`src/rtl/duck_round_ctrl.sv`:
```
// duck_round_ctrl
// Round and flight sequencer for the Duck Hunt core. A round is FLIGHTS
// flights. Each flight launches NDUCKS ducks and gives the player SHOTS shots.
// The block tracks shots, hits, the flight index, the round number and the
// game score. It also runs a fly-away timer and applies a per-round pass
// threshold.
//
// Ports
//   Clk, Reset_n   clock, asynchronous active-low reset
//   start          level: start a game from IDLE, or leave OVER back to IDLE
//   frame_tick     one-cycle pulse per video frame (advances the fly-away timer)
//   trigger        one-cycle pulse per gun pull
//   hit[NDUCKS]    per-duck one-cycle hit pulse from hit detect
//   escaped        pulse from sprite logic once every fleeing duck is off-screen
//   phase          0 IDLE, 1 SETUP, 2 FLIGHT, 3 FLEE, 4 TALLY, 5 RND_END, 6 OVER
//                  (also the debug view of the FSM state)
//   duck_active    duck alive and shootable
//   flee           command duck i to fly away
//   flight_start   one-cycle pulse while in SETUP
//   shots_left     remaining shots in this flight
//   flight_idx     current flight, 0-based
//   round_num      current round, 1-based, saturates at MAX_ROUND
//   round_hits     hits scored this round
//   total_hits     game score, saturates at 1023
//   game_over      high while in OVER
//
// Handshake: every input is a single-cycle pulse or a level. There is no
// back-pressure. A pulse is consumed on the edge where it is sampled, and only
// in the phase that uses it. In any other phase the pulse is dropped.
module duck_round_ctrl #(
  parameter int NDUCKS    = 2,
  parameter int SHOTS     = 3,
  parameter int FLIGHTS   = 5,
  parameter int PASS_HITS = 6,
  parameter int MAX_ROUND = 9,
  parameter int FLY_TICKS = 300
) (
  input  logic              Clk,
  input  logic              Reset_n,
  input  logic              start,
  input  logic              frame_tick,
  input  logic              trigger,
  input  logic [NDUCKS-1:0] hit,
  input  logic              escaped,
  output logic [2:0]        phase,
  output logic [NDUCKS-1:0] duck_active,
  output logic [NDUCKS-1:0] flee,
  output logic              flight_start,
  output logic [2:0]        shots_left,
  output logic [3:0]        flight_idx,
  output logic [3:0]        round_num,
  output logic [5:0]        round_hits,
  output logic [9:0]        total_hits,
  output logic              game_over
);

  typedef enum logic [2:0] {
    IDLE    = 3'd0,
    SETUP   = 3'd1,
    FLIGHT  = 3'd2,
    FLEE    = 3'd3,
    TALLY   = 3'd4,
    RND_END = 3'd5,
    OVER    = 3'd6
  } phase_e;

  localparam logic [2:0] SHOTS_V     = 3'(SHOTS);
  localparam logic [3:0] LAST_FLIGHT = 4'(FLIGHTS - 1);
  localparam logic [5:0] PASS_V      = 6'(PASS_HITS);
  localparam logic [3:0] ROUND_MAX   = 4'(MAX_ROUND);
  localparam logic [9:0] FLY_V       = 10'(FLY_TICKS);

  phase_e            state_q, state_d;
  logic [NDUCKS-1:0] active_q, active_d;
  logic [NDUCKS-1:0] flee_q, flee_d;
  logic [2:0]        shots_q, shots_d;
  logic [3:0]        flight_q, flight_d;
  logic [3:0]        round_q, round_d;
  logic [5:0]        rhits_q, rhits_d;
  logic [9:0]        thits_q, thits_d;
  logic [9:0]        timer_q, timer_d;

  // FLIGHT-phase candidate values. The exit decision looks at these
  // post-update values. That lets a final hit taken in the same cycle as
  // the last shot or the timeout end the flight in TALLY instead of FLEE.
  logic [NDUCKS-1:0] hit_eff;
  logic [NDUCKS-1:0] active_upd;
  logic [2:0]        n_hits;
  logic [2:0]        shots_upd;
  logic [5:0]        rhits_upd;
  logic [10:0]       thits_sum;
  logic [9:0]        thits_upd;
  logic [9:0]        timer_upd;

  always_comb begin
    hit_eff    = hit & active_q;
    active_upd = active_q & ~hit;
    n_hits     = '0;
    for (int i = 0; i < NDUCKS; i++) begin
      n_hits = n_hits + {2'b00, hit_eff[i]};
    end
    shots_upd  = (trigger && shots_q != 3'd0) ? shots_q - 3'd1 : shots_q;
    rhits_upd  = rhits_q + {3'b000, n_hits};
    thits_sum  = {1'b0, thits_q} + {8'd0, n_hits};
    thits_upd  = thits_sum[10] ? 10'h3FF : thits_sum[9:0];
    timer_upd  = timer_q + {9'd0, frame_tick};
  end

  always_comb begin
    state_d  = state_q;
    active_d = active_q;
    flee_d   = flee_q;
    shots_d  = shots_q;
    flight_d = flight_q;
    round_d  = round_q;
    rhits_d  = rhits_q;
    thits_d  = thits_q;
    timer_d  = timer_q;
    unique case (state_q)
      IDLE: begin
        if (start) begin
          state_d  = SETUP;
          thits_d  = '0;
          rhits_d  = '0;
          round_d  = 4'd1;
          flight_d = '0;
        end
      end
      SETUP: begin
        state_d  = FLIGHT;
        active_d = '1;
        shots_d  = SHOTS_V;
        timer_d  = '0;
        flee_d   = '0;
      end
      FLIGHT: begin
        active_d = active_upd;
        shots_d  = shots_upd;
        rhits_d  = rhits_upd;
        thits_d  = thits_upd;
        timer_d  = timer_upd;
        if (active_upd == '0) begin
          state_d = TALLY;
        end else if (timer_upd >= FLY_V || shots_upd == 3'd0) begin
          state_d = FLEE;
          flee_d  = active_upd;
        end
      end
      FLEE: begin
        if (escaped) begin
          state_d  = TALLY;
          active_d = '0;
          flee_d   = '0;
        end
      end
      TALLY: begin
        if (flight_q == LAST_FLIGHT) begin
          state_d = RND_END;
        end else begin
          state_d  = SETUP;
          flight_d = flight_q + 4'd1;
        end
      end
      RND_END: begin
        if (rhits_q >= PASS_V) begin
          state_d  = SETUP;
          rhits_d  = '0;
          flight_d = '0;
          if (round_q < ROUND_MAX) begin
            round_d = round_q + 4'd1;
          end
        end else begin
          state_d = OVER;
        end
      end
      OVER: begin
        if (start) begin
          state_d = IDLE;
        end
      end
      default: begin
        state_d = IDLE;
      end
    endcase
  end

  always_ff @(posedge Clk or negedge Reset_n) begin
    if (!Reset_n) begin
      state_q  <= IDLE;
      active_q <= '0;
      flee_q   <= '0;
      shots_q  <= '0;
      flight_q <= '0;
      round_q  <= 4'd1;
      rhits_q  <= '0;
      thits_q  <= '0;
      timer_q  <= '0;
    end else begin
      state_q  <= state_d;
      active_q <= active_d;
      flee_q   <= flee_d;
      shots_q  <= shots_d;
      flight_q <= flight_d;
      round_q  <= round_d;
      rhits_q  <= rhits_d;
      thits_q  <= thits_d;
      timer_q  <= timer_d;
    end
  end

  assign phase        = state_q;
  assign duck_active  = active_q;
  assign flee         = flee_q;
  assign shots_left   = shots_q;
  assign flight_idx   = flight_q;
  assign round_num    = round_q;
  assign round_hits   = rhits_q;
  assign total_hits   = thits_q;
  assign flight_start = (state_q == SETUP);
  assign game_over    = (state_q == OVER);

endmodule

```
`config.mk`:
```
export PLATFORM = sky130hd
export DESIGN_NAME = duck_round_ctrl
export DESIGN_NICKNAME = d
export VERILOG_FILES = /design/src/rtl/duck_round_ctrl.sv
export SDC_FILE = /design/constraint.sdc
export NUM_CORES = 1
export LEC_CHECK = 0
export BUFFER_PORTS_ARGS = -buffer_cell sky130_fd_sc_hd__buf_2
export CAP_MARGIN = 10
export CORE_ASPECT_RATIO = 1.4
export CORE_MARGIN = 3
export CORE_UTILIZATION = 59
export CTS_BUF_LIST = sky130_fd_sc_hd__clkbuf_8
export CTS_CLUSTER_SIZE = 25
export DETAILED_ROUTE_END_ITERATION = 12
export PLACE_DENSITY = 0.83
export SYNTH_ARGS = -nofsm -noshare
export SYNTH_HDL_FRONTEND = slang
export SYNTH_SLANG_ARGS = --single-unit
```
`constraint.sdc`:
```
create_clock -name Clk -period 2.8 [get_ports Clk]
set_input_delay 0.28 -clock Clk [delete_from_list [all_inputs] [get_ports Clk]]
set_output_delay 0.28 -clock Clk [all_outputs]
set_load 0.02 [all_outputs]
```
==> metrics <==
routed wire length=around 6100 microns; Die X=about 64 microns; area occupied by registers=roughly 0.0011 sq mm; Mapped Cells=between 300 and 400; crit start category=flip-flop; Clk pin slew, worst setup/hold paths=~0.080 ns; setup_tns=0 ns; CTS tree=yes; Multi-input gate area=0.00157 sq mm; Crit Path Class=flip-flop to flip-flop; period utilization=0.927; worst slack at placement=approximately 0.18 ns; count of cell types in the netlist=between 50 and 60; CP delay by family, top=simple AND/OR/NAND/NOR gates; Hold Violations, Final=0; Starting DRT DRC Count=175; cts hold-fix bufs=0; Tot GR Track Use=0.237; run status=finished clean; fillcell total=about 370; DR WL/cell=14.6 microns; Req. time, crit path=about 3.0 ns; clk_lat worst skew=0.29 ns; Pre-Repair DR Iteration Count=4; largest fanout on the critical path=7; post-synth top area share=0.388; post-layout instance area=~0.0031 sq mm; I/O Buffers=43; detailed-route DRC error count=0; Fin Clk Skew=roughly 0.0047 ns; root buffer cell=clkbuf_8; proportion of layout cells with a drive suffix above 1=0.193; H-tree Lvls=2; slowest CP cell=dfrtp_1; Mapped Area=0.00277 sq mm; Tightest Pin Transition=about 0.96 ns; cell accounting for the most synthesized area=dfrtp_1; Initial Util=0.633; Max Slew Vio Count=0; # diodes=0; CTS buffer count=5; Area contributors post-synth=dfrtp_1 39%, ha_1 5.9%, nor2_1 5.0%, nand2_1 4.2%, a21oi_1 3.6%; VDD IR-drop max=around 0.49 mV; Core Area=~0.0044 sq mm; Yosys warning count=0; register area share after synthesis=0.398; via/cell ratio=around 6; Final min period=approximately 2.6 ns; most common flop cell mapped by yosys=dfrtp_1; Routability Congestion=about 0.9; initial antenna violation count=0; Cell Rows=28; HP Class=input pin to async pin; # nets final=approximately 380; Final WS setup=slightly above 0.2 ns; count leader, synth=dfrtp_1; Arr. time, crit path=~2.8 ns; clk buf depth=2; Placed Area=roughly 0.003 sq mm; Synth Register Bits=44; IO Count=44; Post-synth top cells=43 x dfrtp_1, 37 x nor2_1, 31 x nand2_1; CP max stage delay=around 0.42 ns; ys async rst share=1.00; DP Wirelength=approximately 4400 microns; Avg Inst Size Synth=~8.8 sq um; first-pass GRT wire length=10600 microns; leak pwr=roughly 1.5 nW; crit path buf inv count=1; Rel. slew slack=0.358; largest net degree at the start of global routing=45; Die Ht=about 87 microns; number of flops mapped to enable cells by yosys=0; maxcap violations=0; Routed Antenna Nets=0; clk sink count=44; RSZ-0062 raised after global routing=no; via count of the first global-routing pass=2296; Syn Nets=339; global route total overflow=0; area delta synth->final=12.6%; Total Power=around 2.4 mW; crit-path most repeated cell=ha_1; final setup vio count=0; Cell Chain, Critical Path=and2_1 -> ha_1 -> ha_1 -> inv_1 -> fa_1 -> and4b_1 -> nand4_1 -> nor3b_1 -> a211oi_1; vias=2505; Max Freq=~390 MHz; power per cell area=775 mW/mm^2; crit end category=flip-flop; die area=roughly 0.0056 sq mm
## routing by layer
metal	GRT usage	part of all wire	wire length, microns
met1	0.303	0.43	2640
met2	0.405	0.50	3040
met3	0.0426	0.050	304
met4	0.0747	0.017	104
met5	0	0	0
## where the power goes
group	total, mW	internal [mW]	switching (mW)
clock	0.372	0.166	0.206
sequential	0.932	0.750	0.182
combinational	1.12	0.388	0.727
total	2.42	1.30	1.12
## registers in the layout (all words and copies together) (netlist names)
name and cells:
round_num 4, duck_active 2, flight_idx 4, round_hits 6, phase 3, shots_left 3
flee 2, total_hits 10, timer_q 10
## cell type report
cell class | instances | share of cell area
Multi-Input combinational cell | 247 | 0.504
Clock inverter | 2 | 0.00281
Clock buffer | 5 | 0.0220
Timing Repair Buffer | 47 | 0.0786
Sequential cell | 44 | 0.353
Tap cell | 60 | 0.0240
Inverter | 13 | 0.0156
## metrics by stage
step                std cells  hold slack (ns)   util
floorplan                 316          -0.0156      -
global placement          410            0.488  0.692
detailed placement        410            0.499  0.692
CTS                       417            0.186  0.710
global route              418            0.216  0.713
finish                    418            0.141  0.713
## kinds of logic after synthesis
group | count (synthesis) | synth area share
XOR/XNOR | 8 | 0.0253
buffers and inverters | 25 | 0.0370
adder cells (fa/ha/maj) | 15 | 0.0731
multiplexers | 2 | 0.00722
AO/OA/AOI/OAI | 85 | 0.202
AND/OR/NAND/NOR | 137 | 0.258
flip-flops | 44 | 0.398
## what timing repair did
item,CTS,global route
endpoints found under the setup margin,0,1
resized for setup,0,1
setup buffers,0,1
## layout by cell type (no fill, tap or decap), types with 7 or more instances in the layout
master / netlist / routed
a21oi_1: 20 / 20
o21ai_0: 13 / 13
nand2b_1: 7 / 7
nor2_1: 37 / 37
ha_1: 13 / 13
nor3_1: 10 / 10
buf_2: 1 / 43
dfrtp_1: 43 / 43
nand3_1: 8 / 8
inv_1: 11 / 12
nand4_1: 7 / 7
o21ai_1: 20 / 20
nand2_1: 31 / 31
## path summary, 6_finish.rpt
| path | cells after the start | endpoint | slack (ns) | from |
|---|---|---|---|---|
| max | 9 | total_hits[3] | 0.20 | duck_active[0] |
| min | 1 | shots_left[2] | 0.14 | Reset_n |
| max reg2reg | 9 | total_hits[3] | 0.20 | duck_active[0] |
| min reg2reg | 1 | timer_q[9] | 0.51 | timer_q[9] |
| max in group asynchronous | 1 | round_hits[5] | 2.07 | Reset_n |
| min in group Clk | 3 | shots_left[2] | 0.28 | trigger |
No activity file was read; power rests on OpenSTA's default activity.
